$ cat config.mk
export PLATFORM = sky130hd
export DESIGN_NAME = phy_link_ctrl
export DESIGN_NICKNAME = d
export VERILOG_FILES = /design/src/rtl/phy_link_ctrl_pkg.sv /design/src/rtl/phy_link_ctrl_lane_match.sv /design/src/rtl/phy_link_ctrl.sv
export SDC_FILE = /design/constraint.sdc
export NUM_CORES = 1
export LEC_CHECK = 0
export ABC_AREA = 1
export ABC_CLOCK_PERIOD_IN_PS = 2800
export CORE_AREA = 2 2 106 108
export CTS_BUF_LIST = sky130_fd_sc_hd__clkbuf_8
export CTS_CLUSTER_SIZE = 10
export DETAILED_ROUTE_END_ITERATION = 8
export DIE_AREA = 0 0 108 110
export PLACE_DENSITY_LB_ADDON = 0.1
export SYNTH_ARGS = -nofsm -noshare
export SYNTH_HDL_FRONTEND = slang
export SYNTH_HIERARCHICAL = 1
export SYNTH_SLANG_ARGS = --single-unit
$ cat constraint.sdc
create_clock -name clk1f -period 2.8 [get_ports clk1f]
set_input_delay 0.56 -clock clk1f [delete_from_list [all_inputs] [get_ports clk1f]]
set_output_delay 0.56 -clock clk1f [all_outputs]
set_load 0.02 [all_outputs]
$ cat src/rtl/phy_link_ctrl_pkg.sv
// Shared line symbols, state encodings and saturating counter helpers for the phy link controller.
package phy_link_ctrl_pkg;

    localparam logic [7:0] COM = 8'hBC;
    localparam logic [7:0] IDL = 8'h7C;

    localparam logic [2:0] ST_IDLE     = 3'd0;
    localparam logic [2:0] ST_TRAIN    = 3'd1;
    localparam logic [2:0] ST_SEND_IDL = 3'd2;
    localparam logic [2:0] ST_ACTIVE   = 3'd3;
    localparam logic [2:0] ST_FAIL     = 3'd4;

    function automatic logic [3:0] sat_inc4(input logic [3:0] v);
        return (v == 4'hF) ? v : v + 4'd1;
    endfunction

    function automatic logic [7:0] sat_inc8(input logic [7:0] v);
        return (v == 8'hFF) ? v : v + 8'd1;
    endfunction

    function automatic logic [15:0] sat_inc16(input logic [15:0] v);
        return (v == 16'hFFFF) ? v : v + 16'd1;
    endfunction

endpackage

$ cat src/rtl/phy_link_ctrl_lane_match.sv
// Combinational detector: all four rx lanes valid and carrying the COM symbol.
module phy_lane_match (
    input  logic [3:0] rx_valid,
    input  logic [7:0] rx_data0,
    input  logic [7:0] rx_data1,
    input  logic [7:0] rx_data2,
    input  logic [7:0] rx_data3,
    output logic       all_com
);
    import phy_link_ctrl_pkg::*;

    assign all_com = (rx_valid == 4'hF) && (rx_data0 == COM) && (rx_data1 == COM)
                     && (rx_data2 == COM) && (rx_data3 == COM);

endmodule

$ cat src/rtl/phy_link_ctrl.sv
// Link-training sequencer in front of a 4-lane phy: COM training, IDLE preamble, then user traffic.
module phy_link_ctrl #(
    parameter int LOCK_CNT  = 8,
    parameter int IDL_CNT   = 4,
    parameter int TIMEOUT   = 64,
    parameter int MAX_RETRY = 3,
    parameter int LOSS_CNT  = 4
) (
    input  logic       clk1f,
    input  logic       reset,
    input  logic       enable,
    input  logic [7:0] usr_data0,
    input  logic [7:0] usr_data1,
    input  logic [7:0] usr_data2,
    input  logic [7:0] usr_data3,
    input  logic [3:0] usr_valid,
    output logic       usr_ready,
    output logic [7:0] tx_data0,
    output logic [7:0] tx_data1,
    output logic [7:0] tx_data2,
    output logic [7:0] tx_data3,
    output logic [3:0] tx_valid,
    input  logic [7:0] rx_data0,
    input  logic [7:0] rx_data1,
    input  logic [7:0] rx_data2,
    input  logic [7:0] rx_data3,
    input  logic [3:0] rx_valid,
    output logic       link_up,
    output logic       link_fail,
    output logic [2:0] state_o,
    output logic [3:0] retry_o
);
    import phy_link_ctrl_pkg::*;

    localparam logic [7:0]  LOCK_TGT  = 8'(LOCK_CNT);
    localparam logic [7:0]  IDL_TGT   = 8'(IDL_CNT);
    localparam logic [15:0] TMO_TGT   = 16'(TIMEOUT);
    localparam logic [3:0]  RETRY_TGT = 4'(MAX_RETRY);
    localparam logic [7:0]  LOSS_TGT  = 8'(LOSS_CNT);

    logic            all_com;
    logic [2:0]      state_q, state_d;
    logic [7:0]      lock_cnt_q, lock_cnt_d, lock_inc;
    logic [15:0]     tmo_cnt_q, tmo_cnt_d, tmo_inc;
    logic [3:0]      retry_q, retry_d, retry_inc;
    logic [7:0]      idl_cnt_q, idl_cnt_d, idl_inc;
    logic [7:0]      loss_cnt_q, loss_cnt_d, loss_inc;
    logic [3:0][7:0] tx_data_q, tx_data_d;
    logic [3:0]      tx_valid_q, tx_valid_d;
    logic            usr_ready_q, usr_ready_d;
    logic            link_up_q, link_up_d;
    logic            link_fail_q, link_fail_d;

    phy_lane_match u_lane_match (
        .rx_valid (rx_valid),
        .rx_data0 (rx_data0),
        .rx_data1 (rx_data1),
        .rx_data2 (rx_data2),
        .rx_data3 (rx_data3),
        .all_com  (all_com)
    );

    assign lock_inc  = all_com ? sat_inc8(lock_cnt_q) : 8'd0;
    assign tmo_inc   = sat_inc16(tmo_cnt_q);
    assign retry_inc = sat_inc4(retry_q);
    assign idl_inc   = sat_inc8(idl_cnt_q);
    assign loss_inc  = (rx_valid != 4'hF) ? sat_inc8(loss_cnt_q) : 8'd0;

    always_comb begin
        state_d    = state_q;
        lock_cnt_d = lock_cnt_q;
        tmo_cnt_d  = tmo_cnt_q;
        retry_d    = retry_q;
        idl_cnt_d  = idl_cnt_q;
        loss_cnt_d = loss_cnt_q;
        if (!enable) begin
            state_d    = ST_IDLE;
            lock_cnt_d = '0;
            tmo_cnt_d  = '0;
            retry_d    = '0;
            idl_cnt_d  = '0;
            loss_cnt_d = '0;
        end else begin
            case (state_q)
                ST_IDLE: state_d = ST_TRAIN;
                ST_TRAIN: begin
                    lock_cnt_d = lock_inc;
                    tmo_cnt_d  = tmo_inc;
                    // A lock completing on the timeout cycle takes precedence over the retry.
                    if (lock_inc == LOCK_TGT) begin
                        state_d    = ST_SEND_IDL;
                        lock_cnt_d = '0;
                        tmo_cnt_d  = '0;
                    end else if (tmo_inc == TMO_TGT) begin
                        lock_cnt_d = '0;
                        tmo_cnt_d  = '0;
                        retry_d    = retry_inc;
                        if (retry_inc == RETRY_TGT) begin
                            state_d = ST_FAIL;
                        end
                    end
                end
                ST_SEND_IDL: begin
                    idl_cnt_d = idl_inc;
                    if (idl_inc == IDL_TGT) begin
                        state_d   = ST_ACTIVE;
                        idl_cnt_d = '0;
                    end
                end
                ST_ACTIVE: begin
                    loss_cnt_d = loss_inc;
                    if (loss_inc == LOSS_TGT) begin
                        state_d    = ST_TRAIN;
                        loss_cnt_d = '0;
                        retry_d    = '0;
                    end
                end
                ST_FAIL: state_d = ST_FAIL;
                default: state_d = ST_IDLE;
            endcase
        end
    end

    // Status flags track the next state; the lane byte accepted on the final ACTIVE cycle still goes out.
    always_comb begin
        usr_ready_d = (state_d == ST_ACTIVE);
        link_up_d   = (state_d == ST_ACTIVE);
        link_fail_d = (state_d == ST_FAIL);
        tx_data_d   = '0;
        tx_valid_d  = '0;
        if (state_q == ST_ACTIVE) begin
            tx_data_d  = {usr_data3, usr_data2, usr_data1, usr_data0};
            tx_valid_d = usr_valid;
        end else if (state_d == ST_TRAIN) begin
            tx_data_d  = {4{COM}};
            tx_valid_d = 4'hF;
        end else if (state_d == ST_SEND_IDL) begin
            tx_data_d  = {4{IDL}};
            tx_valid_d = 4'hF;
        end
    end

    always_ff @(posedge clk1f or posedge reset) begin
        if (reset) begin
            state_q     <= ST_IDLE;
            lock_cnt_q  <= '0;
            tmo_cnt_q   <= '0;
            retry_q     <= '0;
            idl_cnt_q   <= '0;
            loss_cnt_q  <= '0;
            tx_data_q   <= '0;
            tx_valid_q  <= '0;
            usr_ready_q <= 1'b0;
            link_up_q   <= 1'b0;
            link_fail_q <= 1'b0;
        end else begin
            state_q     <= state_d;
            lock_cnt_q  <= lock_cnt_d;
            tmo_cnt_q   <= tmo_cnt_d;
            retry_q     <= retry_d;
            idl_cnt_q   <= idl_cnt_d;
            loss_cnt_q  <= loss_cnt_d;
            tx_data_q   <= tx_data_d;
            tx_valid_q  <= tx_valid_d;
            usr_ready_q <= usr_ready_d;
            link_up_q   <= link_up_d;
            link_fail_q <= link_fail_d;
        end
    end

    assign tx_data0  = tx_data_q[0];
    assign tx_data1  = tx_data_q[1];
    assign tx_data2  = tx_data_q[2];
    assign tx_data3  = tx_data_q[3];
    assign tx_valid  = tx_valid_q;
    assign usr_ready = usr_ready_q;
    assign link_up   = link_up_q;
    assign link_fail = link_fail_q;
    assign state_o   = state_q;
    assign retry_o   = retry_q;

endmodule
Word-level counts from Yosys, hierarchy flattened
Cells that the tools add are included.
{ "op_classes": {"n_addsub": 5, "n_eq_ne": 31, "n_mux": 39, "n_reduce_logical": 6} }
{ "op_table": {"columns": ["operator", "count"], "rows": [
  ["2-to-1 mux 8 bit", 15],
  ["2-to-1 mux 16 bit", 5],
  ["2-to-1 mux 32 bit", 2],
  ["equality test 8 bit (second input constant)", 7],
  ["2-to-1 mux 4 bit", 8],
  ["2-to-1 mux 31 bit", 1],
  ["adder 8 x 1 -> 8 bit (second input constant)", 3],
  ["2-to-1 mux 3 bit", 6],
  ["adder 16 x 1 -> 16 bit (second input constant)", 1],
  ["equality test 16 bit (second input constant)", 1],
  ["equality test 16 x 7 -> 1 bit (second input constant)", 1],
  ["equality test 8 x 3 -> 1 bit (second input constant)", 2],
  ["one-hot mux 3 bit (5 select lines)", 1],
  ["equality test 3 x 2 -> 1 bit (second input constant)", 4],
  ["inequality test 3 bit (second input constant)", 3],
  ["equality test 4 bit (second input constant)", 2],
  ["equality test 8 x 4 -> 1 bit (second input constant)", 1],
  ["one-hot mux 4 bit (2 select lines)", 1],
  ["equality test 3 x 1 -> 1 bit (second input constant)", 2],
  ["equality test 3 bit (second input constant)", 2],
  ["inequality test 2 x 1 -> 1 bit (second input constant)", 3],
  ["adder 4 x 1 -> 4 bit (second input constant)", 1],
  ["equality test 4 x 2 -> 1 bit (second input constant)", 1],
  ["logical AND 1 bit", 4],
  ["4 further kinds", 4]
]} }
{ "totals": {"register_bits": 85, "in_bits": 75, "out_inout_bits": 46, "word_cells": 94} }

Depth between registers and ports, before layout
Gate-level depths: netlist (run 1).
{ "logic_depth": {"word_depth": 14, "depth_mapped": 19, "ltp_nobuf": 17} }

Modules after synthesis
Netlist (run 1), hierarchy kept.
{ "by_module_without_submodules": {"columns": ["module", "instances", "cells_per_inst", "area_each_um2", "seq_area_each_um2"], "rows": [
  ["phy_link_ctrl", 1, 599, 4702.0, 2127.0],
  ["phy_lane_match", 1, 39, 162.7, 0.0]
]} }

Worst setup path after synthesis (run 1)
OpenSTA, ideal clock, no wires.
{ "synth_timing": {"path_kind": "input to register", "from": "in rx_data0[1]", "to": "reg tx_data_q, in the netlist tx_data0[4]", "setup_ns": 0.126, "arrival_time_ns": 2.273, "t_required_ns": 2.674, "slack_ns": 0.401, "path_stages": 18, "path_buffers": 2, "cell_sequence": "nor2_1 nand2_1 nor2_1 nand3_1 nor2_1 clkbuf_1 nand3_1 nand2_1 nor2_1 nand2_1 nand2_1 inv_1 nand2_2 nand2_2 nand2_2 nand2_4 buf_6 nand3_2"} }
{ "synth_rtl": {"columns": ["item", "line", "text"], "rows": [
  ["start: declaration", "phy_link_ctrl.sv:23", "input logic [7:0] rx_data0,"],
  ["end signal: assignment", "phy_link_ctrl.sv:163", "tx_data_q <= tx_data_d;"],
  ["end: declaration", "phy_link_ctrl.sv:48", "logic [3:0][7:0] tx_data_q, tx_data_d;"]
]} }

Final worst setup path (run 1)
{ "layout_timing": {"from": "reg tmo_cnt_q[1]", "to": "reg tx_valid_q[2], in the netlist tx_valid[2]"} }
{ "layout_via": {"elab_chain_len": 11, "word_cells_on_any_way": 13, "cone_classes": "1 x add/sub; 4 x eq/ne; 8 x mux"} }
{ "layout_rtl": {"columns": ["item", "line", "text"], "rows": [
  ["start: declaration", "phy_link_ctrl.sv:44", "logic [15:0] tmo_cnt_q, tmo_cnt_d, tmo_inc;"],
  ["start signal: assignment", "phy_link_ctrl.sv:159", "tmo_cnt_q <= tmo_cnt_d;"],
  ["adder 16 x 1 -> 16 bit / equality test 16 bit (equally long branches)", "phy_link_ctrl_pkg.sv:22", "return (v == 16'hFFFF) ? v : v + 16'd1;"],
  ["2-to-1 mux 16 bit *", "phy_link_ctrl_pkg.sv:22", null],
  ["equality test 16 x 7 -> 1 bit *", "phy_link_ctrl.sv:94", "end else if (tmo_inc == TMO_TGT) begin"],
  ["2-to-1 mux 3 bit *", "phy_link_ctrl.sv:94", null],
  ["2-to-1 mux 3 bit *", "phy_link_ctrl.sv:90", "if (lock_inc == LOCK_TGT) begin"],
  ["one-hot mux 3 bit (5 select lines) *", "phy_link_ctrl.sv:84", "case (state_q)"],
  ["2-to-1 mux 3 bit *", "phy_link_ctrl.sv:76", "if (!enable) begin"],
  ["equality test 3 x 2 -> 1 bit", "phy_link_ctrl.sv:137", "end else if (state_d == ST_SEND_IDL) begin"],
  ["2-to-1 mux 4 bit", "phy_link_ctrl.sv:137", null],
  ["2-to-1 mux 4 bit *", "phy_link_ctrl.sv:134", "end else if (state_d == ST_TRAIN) begin"],
  ["2-to-1 mux 4 bit *", "phy_link_ctrl.sv:131", "if (state_q == ST_ACTIVE) begin"],
  ["via tx_valid_d[2]", "phy_link_ctrl.sv:49", "logic [3:0] tx_valid_q, tx_valid_d;"],
  ["end signal: assignment", "phy_link_ctrl.sv:164", "tx_valid_q <= tx_valid_d;"],
  ["end: declaration", "phy_link_ctrl.sv:49", null]
]} }
The timed path passes the listed nets; every way through them passes the cells marked *.
A chain may end at the register's enable or synchronous reset.

==> impl_metrics.py, run 1 <==
metrics = {
    "critical_path": {
        "worstSetupEndpointType": "register",
        "arrival_ps": 2770,
        "path_class": "register to register",
        "cp.required_ps": 3040,
        "start_kind": "register",
        "rr_worst_depth": 17,
        "worstPathMaxFanout": 20,
    },
    "yosys": {
        "synth-compound-area-share_pct": 7.819,
        "synth.distinct_cells": 35,
        "synth_area_um2": 4865,
        "yosys.area_share.adder_pct": 1.286,
        "yosys_warnings": 6,
        "netlist.area_leader.share_pct": 43.72,
        "syn_inst": 638,
        "syn_avg_cell_area_um2": 7.625,
        "synth_xor_area_share_pct": 2.160,
        "synth_top_family_by_area": "simple AND/OR/NAND/NOR gates",
        "synth.largest_area_cell": "dfrtp_1",
        "syn_nets": 718,
        "synth_simple_gate_area_share_pct": 36.47,
        "ys_seq_area_share_pct": 43.72,
        "synthTopCellsByArea": "dfrtp_1, nand2_1, nand3_1, inv_1, nand3_2",
        "yosys-mux-area-fraction_pct": 0,
        "ys_ff_latch": 85,
    },
    "power_and_ir_drop": {
        "ir_worst_vdd_mv": 0.3402,
        "powerDensity_nw_per_um2": 455.0,
        "p_leak_nw": 3.077,
        "power_mw": 2.963,
    },
    "cts": {
        "cts-buffers-inserted": 9,
        "clk_pin_slew_ps": 80,
        "htree_num_levels": 3,
        "cts_tree": "done",
        "clk_latency_ps": 360,
        "cts.sinks": 85,
        "ctsRootBufferMaster": "clkbuf_8",
        "clk_path_buf_depth": 2,
        "cts_hold_buf": 0,
    },
    "placed_design": {
        "hpwlAfterDp_um": 9299,
        "place_ws_ps": -58.28,
        "io_buffers": 120,
        "place.gp.congestion": 0.9369,
    },
    "detailed_routing": {
        "vias": 4644,
        "drc": 0,
        "finalWirelength_um": 12290,
        "drtPass1Iterations": 4,
        "via_per_inst": 5.092,
        "routedWlPerCell_um": 13.47,
        "drt_iter0_markers": 329,
        "ant_nets": 0,
    },
    "timing": {
        "finalHoldViolations": 0,
        "holdWs_ps": 465.3,
        "maxSlewViolCount": 0,
        "fmax_mhz": 395.5,
        "min_period_over_period_pct": 90.30,
        "fin_crit_ps": 2528,
        "relSlewSlack_pct": 56.54,
        "finClkSkew_ps": 11.12,
        "rsz0062_at_grt": "false",
        "setup_viol": 0,
        "setup_tns_ps": 0,
        "worst_pin_slew_ps": 650.3,
        "layout_setup_ws_ps": 271.6,
    },
    "cells_and_area": {
        "drive_gt1_share_pct": 11.14,
        "fin_nets": 848,
        "nFillCells": 966,
        "seqCellArea_um2": 2127,
        "diodes": 0,
        "area_growth_pct": 33.87,
        "final_core_utilization_pct": 60.88,
        "multi_input_area_um2": 2327,
    },
    "grt": {
        "grt_max_degree": 49,
        "use_met3_pct": 5.996,
        "grt.overflow.total": 0,
        "grt_pass1_vias": 4564,
        "grtUsageTotal_pct": 22.01,
        "top_usage_layer": "met2",
        "met2_usage_pct": 36.43,
        "grt_first_pass_wirelength_um": 20780,
        "antenna_found_initial": 0,
        "grt_util_met1_pct": 28.48,
    },
    "floorplan": {
        "ios": 121,
        "fp.dieH_um": 110,
        "dieWidth_um": 108,
        "fp-row-count": 38,
        "core-area_um2": 10700,
        "die-area_um2": 11880,
        "start_util_pct": 45.47,
    },
    "status": {
        "outcome": "complete, no violations",
    },
    "hold_path": {
        "min_path_type": "primary input to asynchronous set/reset pin",
    },
    "run": {
        "drv_cap": 0,
    },
}
## layout by cell type (no fill, tap or decap)
cell type / synthesis / final
nor2_1: 55 / 53
inv_1: 81 / 80
o32ai_1: 1 / 1
nor3b_1: 1 / 1
o21ai_1: 3 / 3
nand4_1: 14 / 14
clkbuf_8: 0 / 9
o31ai_1: 1 / 1
clkdlybuf4s50_1: 0 / 120
nand2_2: 8 / 8
nand2_1: 176 / 176
xor2_1: 7 / 7
buf_4: 2 / 13
ha_1: 5 / 5
nor2_2: 12 / 14
nand3b_1: 2 / 2
inv_6: 0 / 1
clkinv_4: 0 / 1
buf_12: 0 / 3
nor4_1: 1 / 1
clkinv_2: 0 / 3
o211ai_1: 1 / 1
or2_2: 1 / 1
nand3_1: 68 / 68
nand4_2: 1 / 1
a21oi_4: 1 / 1
xnor2_1: 5 / 5
bufinv_16: 0 / 2
nand2_4: 1 / 1
o22ai_1: 20 / 20
o21ai_0: 30 / 30
inv_2: 2 / 2
a32o_1: 3 / 3
nand3_2: 21 / 21
nor3_2: 1 / 1
nor3_1: 6 / 6
nor2_4: 4 / 4
dfrtp_1: 85 / 85
a21oi_1: 4 / 4
## path summary, 6_finish.rpt
| kind | from | endpoint | slack, ps |
|---|---|---|---|
| setup / recovery | tmo_cnt_q[1]$_DFFE_PP0P_ | tx_valid[2]$_DFF_PP0_ | 270 |
| hold / removal | reset | tx_data1[7]$_DFF_PP0_ | 470 |
| setup reg to reg | tmo_cnt_q[1]$_DFFE_PP0P_ | tx_valid[2]$_DFF_PP0_ | 270 |
| hold reg to reg | idl_cnt_q[1]$_DFFE_PP0P_ | idl_cnt_q[1]$_DFFE_PP0P_ | 580 |
| max in group asynchronous | reset | state_o[1]$_DFF_PP0_ | 1760 |
| min in group clk1f | idl_cnt_q[1]$_DFFE_PP0P_ | idl_cnt_q[1]$_DFFE_PP0P_ | 580 |
## area by class of cell
cell class / instances / share of cell area, %
inverter: 83 / 4.803
tap: 140 / 2.690
multi-input combinational: 453 / 35.73
clock buffer: 9 / 1.902
clock inverter: 6 / 1.345
timing repair buffer: 136 / 20.86
sequential: 85 / 32.66
## synthesized netlist by cell type, drive strengths merged
library cell,number
inv,83
xnor2,5
dfrtp,85
xor2,7
o21ai,33
or2,1
nor4,1
o31ai,1
o211ai,1
nor3,7
nand3b,2
nand4,15
o22ai,20
nand2,185
nor2,71
nor3b,1
ha,5
a32o,3
nand3,89
buf,8
clkbuf,9
a21oi,5
o32ai,1
## worst max-delay path: stages, from the launching register on
cell and delay, ps:
dfrtp_1 450, ha_1 310, nand2_1 130, nor2_4 150, nand2_2 130, nor2_4 260, nand2_1 80, nand2_1 90
nor2_1 50, nand2_2 80, nor2_4 50, nand3_2 70, nand2_2 80, nand2_2 90, nand2_2 70, nand2_4 80
buf_12 170, nand3_2 90
## routing by layer
metal  share of wire, %  wire length (um)
met4                1.3               159
met5                  0                 0
met1                 45              5500
met2                 48              5870
met3                6.2               757
## what timing repair did
action / in CTS / in global routing
setup endpoints to repair: 0 / 16
buffers inserted: 0 / 0
resized for setup: 0 / 1
## state kept, by name (all words and copies together) (netlist names)
signal      cells
tx_valid        4
tx_data3        8
state_o         3
tx_data0        8
idl_cnt_q       8
tmo_cnt_q      16
link_fail       1
link_up         1
retry_o         4
loss_cnt_q      8
tx_data2        8
lock_cnt_q      8
tx_data1        8
## kinds of logic after synthesis
logic type / after synthesis
simple gates: 372
buf+inv: 100
flops: 85
compound gates: 64
xor+xnor: 12
fa+ha+maj: 5
## per-stage QoR
step	instance area (um^2)	std cells
5_1_grt	6513	912
2_1_floorplan	4865	638
4_1_cts	6510	912
3_5_place_dp	6299	897
6_report	6513	912
3_3_place_gp	6299	897
## power by group
group	internal, mW	leakage, nW	switching (mW)
clock	0.499	0.109	0.454
sequential	1.30	1.15	0.0528
combinational	0.315	1.82	0.339
(Power assumes the default switching activity.)
==> run 2: changes to the inputs <==
--- a/config.mk
+++ b/config.mk
@@ -12,6 +12,7 @@
 export CTS_CLUSTER_SIZE = 10
 export DETAILED_ROUTE_END_ITERATION = 8
 export DIE_AREA = 0 0 108 110
+export HOLD_SLACK_MARGIN = 0.1
 export PLACE_DENSITY_LB_ADDON = 0.1
 export SYNTH_ARGS = -nofsm -noshare
 export SYNTH_HDL_FRONTEND = slang
==> results of run 2 <==
The final DEF is identical to that of run 1; final timing and power are the same.
==> run 3: changes to the inputs <==
--- a/config.mk
+++ b/config.mk
@@ -9,11 +9,13 @@
 export ABC_CLOCK_PERIOD_IN_PS = 2800
 export CORE_AREA = 2 2 106 108
 export CTS_BUF_LIST = sky130_fd_sc_hd__clkbuf_8
+export CTS_CLUSTER_DIAMETER = 50
 export CTS_CLUSTER_SIZE = 10
 export DETAILED_ROUTE_END_ITERATION = 8
 export DIE_AREA = 0 0 108 110
 export HOLD_SLACK_MARGIN = 0.1
 export PLACE_DENSITY_LB_ADDON = 0.1
+export SLEW_MARGIN = 20
 export SYNTH_ARGS = -nofsm -noshare
 export SYNTH_HDL_FRONTEND = slang
 export SYNTH_HIERARCHICAL = 1
==> results of run 3 <==
The final DEF is identical to that of run 1; final timing and power are the same.
